===== src/rtl/avalon_reg_bridge_if.sv =====
// Avalon-MM slave-side signal bundle for avalon_reg_bridge.
// The master modport is the bus initiator; the slave modport is the bridge.
interface avalon_reg_bridge_if #(
  parameter int AddrWidth = 16,
  parameter int BusWidth  = 32
) ();
  logic [AddrWidth-3:0]  avs_address;
  logic                  avs_read;
  logic                  avs_write;
  logic [BusWidth-1:0]   avs_writedata;
  logic [BusWidth/8-1:0] avs_byteenable;
  logic [BusWidth-1:0]   avs_readdata;
  logic                  avs_waitrequest;

  modport master (
    output avs_address, avs_read, avs_write, avs_writedata, avs_byteenable,
    input  avs_readdata, avs_waitrequest
  );

  modport slave (
    input  avs_address, avs_read, avs_write, avs_writedata, avs_byteenable,
    output avs_readdata, avs_waitrequest
  );
endinterface


===== src/rtl/avalon_reg_bridge.sv =====
// avalon_reg_bridge: Avalon-MM slave that turns each transfer into a one-cycle
// register-bus strobe, with a fixed read latency and a fixed post-write gap.
// Build macro AVS_BYTEENABLE_RMW_EN: a write with a partial byteenable becomes a
// read-modify-write. Without it, byteenable is ignored and all writes are full-word.
//
// state      | meaning
// IDLE       | waiting for a request; write wins when read and write are both high
// RD_STROBE  | chip_sel + read_reg for one cycle, latency counter loaded
// RD_WAIT    | count down; capture busdata_in when the counter reaches zero
// RD_DONE    | waitrequest low for one cycle, readdata valid
// RMW_MERGE  | (RMW build only) enabled lanes of writedata merged over captured word
// WR_STROBE  | chip_sel + write_reg for one cycle, gap counter loaded
// WR_GAP     | idle cycles after the write strobe
// WR_DONE    | waitrequest low for one cycle
module avalon_reg_bridge #(
  parameter int AddrWidth   = 16,
  parameter int BusWidth    = 32,
  parameter int ReadLatency = 4,
  parameter int WriteGap    = 3
) (
  input  logic                 reg_clk,
  input  logic                 reset_in,
  avalon_reg_bridge_if.slave   avs,
  output logic                 chip_sel,
  output logic                 read_reg,
  output logic                 write_reg,
  output logic [AddrWidth-3:0] busaddress,
  output logic [BusWidth-1:0]  busdata_out,
  input  logic [BusWidth-1:0]  busdata_in
);

  localparam int Lanes    = BusWidth / 8;
  localparam int CntMax   = (ReadLatency > WriteGap) ? ReadLatency : WriteGap;
  localparam int CntWidth = (CntMax > 1) ? $clog2(CntMax) : 1;
  localparam logic [CntWidth-1:0] RdLoad  = CntWidth'(ReadLatency - 1);
  localparam logic [CntWidth-1:0] GapLoad = CntWidth'((WriteGap > 0) ? WriteGap - 1 : 0);

`ifdef AVS_BYTEENABLE_RMW_EN
  typedef enum logic [2:0] {
    IDLE, RD_STROBE, RD_WAIT, RD_DONE, WR_STROBE, WR_GAP, WR_DONE, RMW_MERGE
  } state_t;
`else
  typedef enum logic [2:0] {
    IDLE, RD_STROBE, RD_WAIT, RD_DONE, WR_STROBE, WR_GAP, WR_DONE
  } state_t;
`endif

  state_t              state;
  state_t              state_next;
  logic [CntWidth-1:0] cnt;
  logic                accept;

  assign accept = (state == IDLE) && (avs.avs_read || avs.avs_write);

`ifdef AVS_BYTEENABLE_RMW_EN
  logic             rmw_start;
  logic             rmw_q;
  logic [Lanes-1:0] be_q;
  assign rmw_start = avs.avs_write && (avs.avs_byteenable != '1);
`else
  logic unused_be;
  assign unused_be = ^avs.avs_byteenable;
`endif

  // State register
  always_ff @(posedge reg_clk or posedge reset_in) begin
    if (reset_in) state <= IDLE;
    else          state <= state_next;
  end

  // Next-state decode and state-decoded strobes / waitrequest
  always_comb begin
    state_next          = state;
    chip_sel            = 1'b0;
    read_reg            = 1'b0;
    write_reg           = 1'b0;
    avs.avs_waitrequest = 1'b1;
    case (state)
      IDLE: begin
        if (avs.avs_write) begin
`ifdef AVS_BYTEENABLE_RMW_EN
          state_next = rmw_start ? RD_STROBE : WR_STROBE;
`else
          state_next = WR_STROBE;
`endif
        end else if (avs.avs_read) begin
          state_next = RD_STROBE;
        end
      end
      RD_STROBE: begin
        chip_sel   = 1'b1;
        read_reg   = 1'b1;
        state_next = RD_WAIT;
      end
      RD_WAIT: begin
        if (cnt == '0) begin
`ifdef AVS_BYTEENABLE_RMW_EN
          state_next = rmw_q ? RMW_MERGE : RD_DONE;
`else
          state_next = RD_DONE;
`endif
        end
      end
      RD_DONE: begin
        avs.avs_waitrequest = 1'b0;
        state_next          = IDLE;
      end
`ifdef AVS_BYTEENABLE_RMW_EN
      RMW_MERGE: state_next = WR_STROBE;
`endif
      WR_STROBE: begin
        chip_sel   = 1'b1;
        write_reg  = 1'b1;
        state_next = (WriteGap == 0) ? WR_DONE : WR_GAP;
      end
      WR_GAP: begin
        if (cnt == '0) state_next = WR_DONE;
      end
      WR_DONE: begin
        avs.avs_waitrequest = 1'b0;
        state_next          = IDLE;
      end
      default: state_next = IDLE;
    endcase
  end

  // Shared latency / gap down-counter, loaded in the strobe cycles
  always_ff @(posedge reg_clk or posedge reset_in) begin
    if (reset_in) begin
      cnt <= '0;
    end else if (state == RD_STROBE) begin
      cnt <= RdLoad;
    end else if (state == WR_STROBE) begin
      cnt <= GapLoad;
    end else if ((state == RD_WAIT || state == WR_GAP) && cnt != '0) begin
      cnt <= cnt - 1'b1;
    end
  end

  // Address/data capture on accept, read capture at terminal count, RMW merge
  always_ff @(posedge reg_clk or posedge reset_in) begin
    if (reset_in) begin
      busaddress       <= '0;
      busdata_out      <= '0;
      avs.avs_readdata <= '0;
`ifdef AVS_BYTEENABLE_RMW_EN
      rmw_q            <= 1'b0;
      be_q             <= '0;
`endif
    end else begin
      if (accept) begin
        busaddress  <= avs.avs_address;
        busdata_out <= avs.avs_writedata;
`ifdef AVS_BYTEENABLE_RMW_EN
        rmw_q       <= rmw_start;
        be_q        <= avs.avs_byteenable;
`endif
      end
      if (state == RD_WAIT && cnt == '0) begin
        avs.avs_readdata <= busdata_in;
      end
`ifdef AVS_BYTEENABLE_RMW_EN
      // Disabled lanes take the captured word; enabled lanes keep writedata.
      if (state == RMW_MERGE) begin
        for (int i = 0; i < Lanes; i++) begin
          if (!be_q[i]) busdata_out[i*8 +: 8] <= avs.avs_readdata[i*8 +: 8];
        end
      end
`endif
    end
  end

endmodule


===== src/flat_wrapper.sv =====
// flat-port wrapper written by rule: the top's interface ports become plain ports
module avalon_reg_bridge_flat 
#(
  parameter int AddrWidth   = 16,
  parameter int BusWidth    = 32,
  parameter int ReadLatency = 4,
  parameter int WriteGap    = 3
)
  (reg_clk, reset_in, chip_sel, read_reg, write_reg, busaddress, busdata_out, busdata_in, avs_avs_address, avs_avs_read, avs_avs_write, avs_avs_writedata, avs_avs_byteenable, avs_avs_readdata, avs_avs_waitrequest);
  avalon_reg_bridge_if #(.AddrWidth(AddrWidth), .BusWidth(BusWidth)) avs_i ();
  input  logic reg_clk;
  input  logic reset_in;
  output logic chip_sel;
  output logic read_reg;
  output logic write_reg;
  output logic [AddrWidth-3:0] busaddress;
  output logic [BusWidth-1:0] busdata_out;
  input  logic [BusWidth-1:0] busdata_in;
  input wire logic [$bits(avs_i.avs_address)-1:0] avs_avs_address;
  input wire logic [$bits(avs_i.avs_read)-1:0] avs_avs_read;
  input wire logic [$bits(avs_i.avs_write)-1:0] avs_avs_write;
  input wire logic [$bits(avs_i.avs_writedata)-1:0] avs_avs_writedata;
  input wire logic [$bits(avs_i.avs_byteenable)-1:0] avs_avs_byteenable;
  output wire logic [$bits(avs_i.avs_readdata)-1:0] avs_avs_readdata;
  output wire logic [$bits(avs_i.avs_waitrequest)-1:0] avs_avs_waitrequest;
  assign avs_i.avs_address = avs_avs_address;
  assign avs_i.avs_read = avs_avs_read;
  assign avs_i.avs_write = avs_avs_write;
  assign avs_i.avs_writedata = avs_avs_writedata;
  assign avs_i.avs_byteenable = avs_avs_byteenable;
  assign avs_avs_readdata = avs_i.avs_readdata;
  assign avs_avs_waitrequest = avs_i.avs_waitrequest;
  avalon_reg_bridge #(.AddrWidth(AddrWidth), .BusWidth(BusWidth), .ReadLatency(ReadLatency), .WriteGap(WriteGap)) u_core (.reg_clk(reg_clk), .reset_in(reset_in), .avs(avs_i), .chip_sel(chip_sel), .read_reg(read_reg), .write_reg(write_reg), .busaddress(busaddress), .busdata_out(busdata_out), .busdata_in(busdata_in));
endmodule

===== config.mk =====
export PLATFORM = sky130hd
export DESIGN_NAME = avalon_reg_bridge_flat
export DESIGN_NICKNAME = d
export VERILOG_FILES = /design/src/rtl/avalon_reg_bridge_if.sv /design/src/rtl/avalon_reg_bridge.sv /design/src/flat_wrapper.sv
export SDC_FILE = /design/constraint.sdc
export NUM_CORES = 1
export LEC_CHECK = 0
export BUFFER_PORTS_ARGS = -buffer_cell sky130_fd_sc_hd__buf_2
export CAP_MARGIN = 25
export CORE_UTILIZATION = 35
export DETAILED_ROUTE_END_ITERATION = 10
export GPL_ROUTABILITY_DRIVEN = 0
export SLEW_MARGIN = 40
export SYNTH_ARGS = -nofsm -noshare
export SYNTH_HDL_FRONTEND = slang
export SYNTH_SLANG_ARGS = --single-unit

===== constraint.sdc =====
create_clock -name reg_clk -period 3.6 [get_ports reg_clk]
set_input_delay 0.18 -clock reg_clk [delete_from_list [all_inputs] [get_ports reg_clk]]
set_output_delay 0.18 -clock reg_clk [all_outputs]
set_load 0.02 [all_outputs]

## Word level (Yosys, flattened, before mapping)

Cells that the tools add are included.

| word-level totals | value |
|---|---|
| register bits | 83 |
| output and inout port bits | 82 |
| word-level logic and storage cells | 39 |

| operators by class | value |
|---|---|
| add/subtract/negate cells | 1 |
| equal/unequal tests | 9 |
| muxes and demuxes | 12 |
| reductions and logical operators | 12 |

Operators with widths:

| cell | number |
|---|---|
| $pmux W3 S5 | 1 |
| $mux W3 | 4 |
| $eq A3 B3 Y1 const B | 3 |
| $eq A3 B2 Y1 const B | 2 |
| $mux W2 | 3 |
| $mux W1 | 4 |
| $ne A2 B1 Y1 const B | 2 |
| $reduce_or A2 Y1 | 2 |
| $eq A3 B1 Y1 const B | 1 |
| $logic_and A1 B1 Y1 | 3 |
| $logic_not A3 Y1 | 1 |
| $ne A3 B3 Y1 const B | 1 |
| $reduce_and A3 Y1 | 1 |
| $reduce_bool A3 Y1 | 1 |
| $logic_not A2 Y1 | 1 |
| $logic_or A1 B1 Y1 | 2 |
| $reduce_bool A2 Y1 | 1 |
| $sub A2 B1 Y2 const B | 1 |

## Logic depth before layout (Yosys ltp)

Gate-level depths: netlist of run 1.

| depth | value |
|---|---|
| word-level depth | 6 |
| gate-level depth with buffers | 6 |
| gate-level depth less buffers | 6 |

## Worst setup path before layout of run 1

No wires, ideal clock.

| timing | value |
|---|---|
| path kind | flip-flop to flip-flop |
| start | register u_core.cnt[0] |
| end | register u_core.avs.avs_readdata[31] |
| setup time | 0.125 ns |
| data arrival time | 1.430 ns |
| data required time | 3.475 ns |
| setup slack | 2.046 ns |
| cell stages (with the launch flop) | 7 |
| path buffers | 1 |
| cell sequence | dfrtp_1 -> inv_1 -> ha_1 -> inv_1 -> nor2_4 -> buf_6 -> mux2_2 |

| on the way | value |
|---|---|
| longest elaborated chain between the ends | 2 |

Ends and longest elaborated chain:

| item | RTL line | source |
|---|---|---|
| start, declared | avalon_reg_bridge.sv:50 | `logic [CntWidth-1:0] cnt;` |
| start signal, assigned | avalon_reg_bridge.sv:132 | `cnt <= RdLoad;` |
| start signal, assigned | avalon_reg_bridge.sv:134 | `cnt <= GapLoad;` |
| start signal, assigned | avalon_reg_bridge.sv:136 | `cnt <= cnt - 1'b1;` |
| $logic_not A2 Y1 | avalon_reg_bridge.sv:159 | `if (state == RD_WAIT && cnt == '0) begin` |
| $logic_and A1 B1 Y1 | avalon_reg_bridge.sv:159 |  |
| end signal, assigned | avalon_reg_bridge.sv:160 | `avs.avs_readdata <= busdata_in;` |
| end, declared | avalon_reg_bridge_if.sv:22 | `output avs_readdata, avs_waitrequest` |

Every way passes these cells.
A chain may end at the register's enable or synchronous reset.

## Worst setup path in the final report of run 1

| timing | value |
|---|---|
| start | register u_core.cnt[0] |
| end | register u_core.avs.avs_readdata[26] |

Same word-level chain as after synthesis.

==> impl_metrics.json, run 1 <==
{
  "status": "finished, final reports clean",
  "initial_core_util_pct": 35.9,
  "cp_common_cell": "inv_1",
  "grt_pass1_vias": 2149,
  "ios": 168,
  "design.core.area_um2": 9680,
  "fillers": 893,
  "clk_pin_slew_ns": 0.09,
  "worst_pin_slew_ns": 0.527,
  "min_path_cells": 2,
  "reg2reg_to": "u_core.avs.avs_readdata[26]",
  "finalSetupViolations": 0,
  "vias_per_cell": 4.38,
  "grt_usage_pct": 13.3,
  "synth.avg_cell_area_um2": 16.6,
  "synthCells": 209,
  "grt_pass1_wl_mm": 10.4,
  "syn_area_um2": 3480,
  "fmax_mhz": 489,
  "period_minus_slack_ns": 2.05,
  "cellLeakagePower_nw": 2.31,
  "required_ns": 3.83,
  "cts_tree": "done",
  "min_from": "busdata_in[0]",
  "syn_nets": 296,
  "tns_ns": 0,
  "crit_family": "simple AND/OR/NAND/NOR gates",
  "regToRegSetupSlack_ns": 1.55,
  "finalWirelength_mm": 6.97,
  "die_w_um": 102,
  "ys_warn_count": 0,
  "slew_headroom_pct": 64.8,
  "fin_crit_sh_pct": 56.8,
  "cts_sinks": 83,
  "crit_path_max_incr_delay_ns": 0.46,
  "finalWorstSetupSlack_ns": 1.55,
  "diodes": 0,
  "chipHeight_um": 102,
  "post-route-drc-count": 0,
  "synth_top_area_cell": "dfrtp_1",
  "critPathKind": "flop to flop",
  "path_cells": "inv_1, ha_1, inv_1, nor2_4, buf_8, mux2_2",
  "final_antenna_net_count": 0,
  "finalMaxSlewViolations": 0,
  "finClkSkew_ns": 0.0145,
  "cts_buffer_depth": 2,
  "wl_per_cell_um": 13.4,
  "cts_max_level": 3,
  "antenna_found_initial": 0,
  "slowest_stage": "nor2_4",
  "rsz0062_at_grt": "false",
  "synth-seq-cells": 83,
  "holdPathEnd": "u_core.avs.avs_readdata[0]",
  "numPortBuffers": 163,
  "post_cts_buffers": 0,
  "hold_buffers": 1,
  "nets": 467,
  "detail_route.first_pass.iterations": 4,
  "crit_path_start_kind": "flop",
  "area_growth_pct": 34.0,
  "crit-reg2reg-launch": "u_core.cnt[0]",
  "cts_inserted_buffers": 9,
  "crit_buf_inv": 3,
  "root_buffer": "clkbuf_8",
  "cap_violations": 0,
  "worst-path-max-fanout": 18,
  "clkLatencyLatePin_ns": 0.35,
  "hold_viol": 0,
  "hpwl_mm": 5.08,
  "first_iter_violations": 33,
  "overflow": 0,
  "dp_slack_ns": 1.50,
  "reg2regPathDepth": 6,
  "grt_max_degree": 55,
  "crit_arrival_ns": 2.28,
  "drive_gt1_share_pct": 68.1,
  "synth_area_leaders": "dfrtp_1 60%, mux2_4 17%, mux2_2 10%, buf_12 2.3%, mux2_1 1.9%",
  "ir_drop_mv": 0.492,
  "holdCritPathClass": "primary input to flop",
  "powerDensity_nw_per_um2": 1010,
  "dieArea_um2": 10300,
  "rows": 36,
  "cts_resized": 0,
  "timing.critical_path.to_type": "flop",
  "ys_seq_area_share_pct": 59.8,
  "synth.distinct_cells": 29,
  "synth_top_area_share_pct": 59.8,
  "routed-via-count": 2270
}
-- power by group --
group | internal [W] | leakage, nW | switching (W)
Combinational | 0.00107 | 1.23 | 0.00117
Sequential | 0.00141 | 0.973 | 0.000275
Clock | 0.000403 | 0.113 | 0.000363
Total | 0.00289 | 2.31 | 0.00181
-- cell families (layout without fill, tap and decap cells) --
logic type | Yosys count | count (layout) | synth area share [%]
and+or+nand+nor | 16 | 16 | 3.20
AOI/OAI and AO/OA | 14 | 14 | 2.56
buffers and inverters | 16 | 192 | 4.28
muxes | 78 | 78 | 29.6
adders and majority gates | 1 | 1 | 0.360
DFF | 83 | 83 | 59.8
xor gates and xnor gates | 1 | 1 | 0.252
-- synthesized netlist by cell type --
| master | instances |
|---|---|
| nor2_8 | 1 |
| clkbuf_1 | 1 |
| nor2b_1 | 1 |
| o21ai_0 | 5 |
| nand3_1 | 1 |
| nor2_1 | 4 |
| o311ai_0 | 1 |
| o21ai_2 | 1 |
| mux2_1 | 6 |
| a221oi_1 | 1 |
| nand2_2 | 1 |
| dfrtp_1 | 83 |
| a211o_1 | 1 |
| buf_12 | 4 |
| mux2_2 | 32 |
| buf_2 | 1 |
| nor3b_1 | 1 |
| buf_6 | 3 |
| nor4b_1 | 1 |
| nand2b_1 | 2 |
| inv_1 | 7 |
| ha_1 | 1 |
| a21o_1 | 1 |
| nor2_4 | 2 |
| mux2_4 | 40 |
| a21oi_1 | 3 |
| xnor2_1 | 1 |
| nand2_1 | 2 |
| o22ai_1 | 1 |
-- stage by stage --
stage	total power, W	cells	instance area (um2)	utilization (%)	hold slack, ns
floorplan	0.00331	209	3480	-	0.315
global placement	0.00388	498	4350	44.9	0.400
detailed placement	0.00397	501	4420	45.6	0.252
CTS	0.00476	518	4660	48.1	0.0235
global route	0.00499	518	4660	48.1	0.0237
finish	0.00469	518	4660	48.1	0.0457
-- registers in the layout, indices dropped and copies added (netlist names) --
signal,cells
u_core.avs.avs_readdata,32
u_core.busdata_out,32
u_core.cnt,2
u_core.busaddress,14
u_core.state,3
-- layer usage --
metal | GRT usage [%] | vias up | wire length (um)
met5 | 0 | - | 0
met2 | 21.6 | 90 | 3340
met4 | 7.47 | 0 | 177
li1 | - | 1071 | -
met1 | 16.4 | 1097 | 3000
met3 | 3.04 | 12 | 447
-- cells in the final DEF, fill, tap and decap left out, types with 2 or more instances in the layout --
master,Yosys,routed
buf_2,1,163
mux2_1,6,6
mux2_2,32,32
inv_6,0,3
clkbuf_8,0,9
buf_4,0,2
nor2_4,2,2
bufinv_16,0,2
nor2_1,4,4
nand2b_1,2,2
nand2_1,2,2
dfrtp_1,83,83
inv_1,7,6
a21oi_1,3,3
o21ai_0,5,5
mux2_4,40,40
-- area by class of cell --
| cell class | instances | area, um2 | share of cell area [%] |
|---|---|---|---|
| clock buffer | 9 | 124 | 2.66 |
| clock inverter | 7 | 105 | 2.26 |
| multi-input combinational | 110 | 1250 | 26.8 |
| sequential | 83 | 2080 | 44.6 |
| timing repair buffer | 169 | 903 | 19.4 |
| tap | 133 | 166 | 3.57 |
| inverter | 7 | 31.3 | 0.672 |
-- how the worst max path moves through the flow --
stage,start,to,cells past startpoint,slack [ns]
after floorplan,reset_in,u_core.avs.avs_readdata[0],1,1.28
after global placement,u_core.cnt[0],u_core.avs.avs_readdata[16],5,1.46
after detailed placement,u_core.cnt[0],u_core.avs.avs_readdata[16],6,1.50
after CTS,u_core.cnt[0],u_core.avs.avs_readdata[26],6,1.50
after global routing,u_core.cnt[0],u_core.avs.avs_readdata[26],6,1.40
final,u_core.cnt[0],u_core.avs.avs_readdata[26],6,1.55
No activity file was read; power rests on OpenSTA's default activity.
==> run 2: changes to the inputs <==
PLACE_DENSITY = 0.66   (was unset)
clock period = 1.6 ns   (was 3.6 ns; I/O delays follow)
==> run 2 against run 1 <==
Die area unchanged. Flip-flop and latch count unchanged. Wire length up 31%. Combinational power rose to 2.6 times the previous value. Clock-buffer cell count up 2. Design area up 23%. Worst setup slack worse by 1.5 ns. Final cell count up 18%. Maximum frequency up 35%. Sequential share of layout area down 8.3 points. Hold slack worse by 0.024 ns. Critical endpoint is now u_core.busdata_out[9]. Highest routed layer unchanged.
==> impl_metrics.json, run 2 (synthesis results as in run 1) <==
{
  "grt_max_degree": 84,
  "finalSetupViolations": 0,
  "die_w_um": 102,
  "nets": 558,
  "min_path_cells": 3,
  "placed_cell_area_um2": 4470,
  "final_cell_mix": "163 x buf_2, 82 x dfrtp_1, 79 x dlygate4sd3_1",
  "finClkSkew_ns": 0.00738,
  "grt_pass1_wl_mm": 12.7,
  "cellLeakagePower_nw": 2.82,
  "crit_arrival_ns": 1.75,
  "fmax_mhz": 660,
  "slew_headroom_pct": 71.6,
  "layout_top_registers": "u_core.avs.avs_readdata x32, u_core.busdata_out x32, u_core.busaddress x14",
  "numPortBuffers": 163,
  "clkLatencyLatePin_ns": 0.35,
  "cts_inserted_buffers": 9,
  "period_minus_slack_ns": 1.52,
  "diodes": 0,
  "overflow": 0,
  "routed-via-count": 2704,
  "first_iter_violations": 39,
  "post-route-drc-count": 0,
  "report.power.total_w": 0.0114,
  "postLayoutCellArea_um2": 5730,
  "worst-path-max-fanout": 23,
  "cts_buffer_depth": 2,
  "worst_pin_slew_ns": 0.426,
  "ios": 168,
  "finalWirelength_mm": 9.10,
  "clk_pin_slew_ns": 0.08,
  "root_buffer": "clkbuf_8",
  "detail_route.first_pass.iterations": 6,
  "crit_path_start_kind": "flop",
  "design.core.area_um2": 9680,
  "antenna_found_initial": 0,
  "critPathKind": "flop to flop",
  "required_ns": 1.83,
  "hpwl_mm": 4.97,
  "vias_per_cell": 4.44,
  "wl_per_cell_um": 14.9,
  "grt_usage_pct": 16.2,
  "cts_tree": "done",
  "powerDensity_nw_per_um2": 1980,
  "fin_crit_sh_pct": 94.7,
  "rsz0062_at_grt": "false",
  "mostFrequentLayoutCell": "buf_2",
  "finalMaxSlewViolations": 0,
  "initial_core_util_pct": 35.9,
  "cts_sinks": 83,
  "timing.critical_path.to_type": "flop",
  "tns_ns": 0,
  "status": "finished, final reports clean",
  "holdCritPathClass": "primary input to flop",
  "drive_gt1_share_pct": 59.5,
  "hold_viol": 0,
  "cts_max_level": 3,
  "ir_drop_mv": 1.10,
  "reg2regPathDepth": 5,
  "final_antenna_net_count": 0,
  "chipHeight_um": 102,
  "rows": 36,
  "cap_violations": 0,
  "dieArea_um2": 10300,
  "grt_pass1_vias": 2751,
  "area_growth_pct": 64.8
}
run 2: cell types whose count changed in the layout (fill, tap and decap cells not counted), moves of 2 or more:
| cell | before | now |
|---|---|---|
| buf_12 | 1 | 5 |
| inv_2 | 0 | 2 |
| mux2_2 | 32 | 11 |
| inv_1 | 6 | 4 |
| mux2_1 | 6 | 1 |
| clkinv_2 | 0 | 2 |
| buf_4 | 2 | 10 |
| mux2_4 | 40 | 66 |
| clkbuf_16 | 0 | 2 |
| dlygate4sd3_1 | 1 | 79 |
| inv_6 | 3 | 0 |
run 2: repair_timing:
item | in CTS | in global routing
setup endpoints to repair | 1 | 32
hold endpoints to repair | 161 | 0
buffers inserted | 1 | 3
cloned | 0 | 3
pin swaps | 0 | 3
gates resized for setup | 1 | 33
hold buffers | 79 | 0
run 2: report_power, final:
part           switching [W]  internal, W  total, W
combinational        0.00288      0.00289   0.00577
sequential          0.000604      0.00318   0.00379
clock               0.000738      0.00108   0.00181
total                0.00422      0.00715    0.0114
run 2: final cells by class:
class	instances	area, um2
Multi-Input combinational cell	110	1370
Clock inverter	5	100
Tap cell	133	166
Inverter	7	30.0
Timing Repair Buffer	260	1850
Fill cell	763	3960
Sequential cell	83	2080
Clock buffer	11	141
run 2: path summary, 6_finish.rpt:
check,startpoint,slack [ns],to
setup / recovery,u_core.state[2],0.08,u_core.busdata_out[9]
hold / removal,avs_avs_write,0.02,u_core.state[2]
setup reg to reg,u_core.state[2],0.08,u_core.busdata_out[9]
hold reg to reg,u_core.avs.avs_readdata[0],0.50,u_core.avs.avs_readdata[0]
max in group asynchronous,reset_in,0.84,u_core.state[1]
min in group asynchronous,reset_in,0.42,u_core.busdata_out[4]
run 2: critical path, cell delays in order (launching register included):
cell and delay, ns:
dfrtp_1 0.41, nor2_4 0.17, o21ai_2 0.11, nor2_8 0.14, buf_12 0.22, mux2_4 0.32
run 2: through the flow:
step	hold WS [ns]	std cells	util (%)	setup slack, ns
after CTS	0.0115	603	56.9	0.0265
final	0.0219	609	59.1	0.0845
after floorplan	0.215	209	-	0.0456
after global routing	0.0465	609	59.1	0.0119
after global placement	0.241	507	46.2	0.115
after detailed placement	0.245	507	46.2	0.0580
run 2: metal layers:
| layer | vias up | global-route usage, % | routed length [um] | share of wire [%] |
|---|---|---|---|---|
| met5 | - | 0 | 0 | 0 |
| met3 | 15 | 4.35 | 578 | 6.4 |
| li1 | 1254 | - | - | - |
| met2 | 101 | 28.1 | 4690 | 52 |
| met1 | 1334 | 18.2 | 3650 | 40 |
| met4 | 0 | 8.14 | 177 | 1.9 |
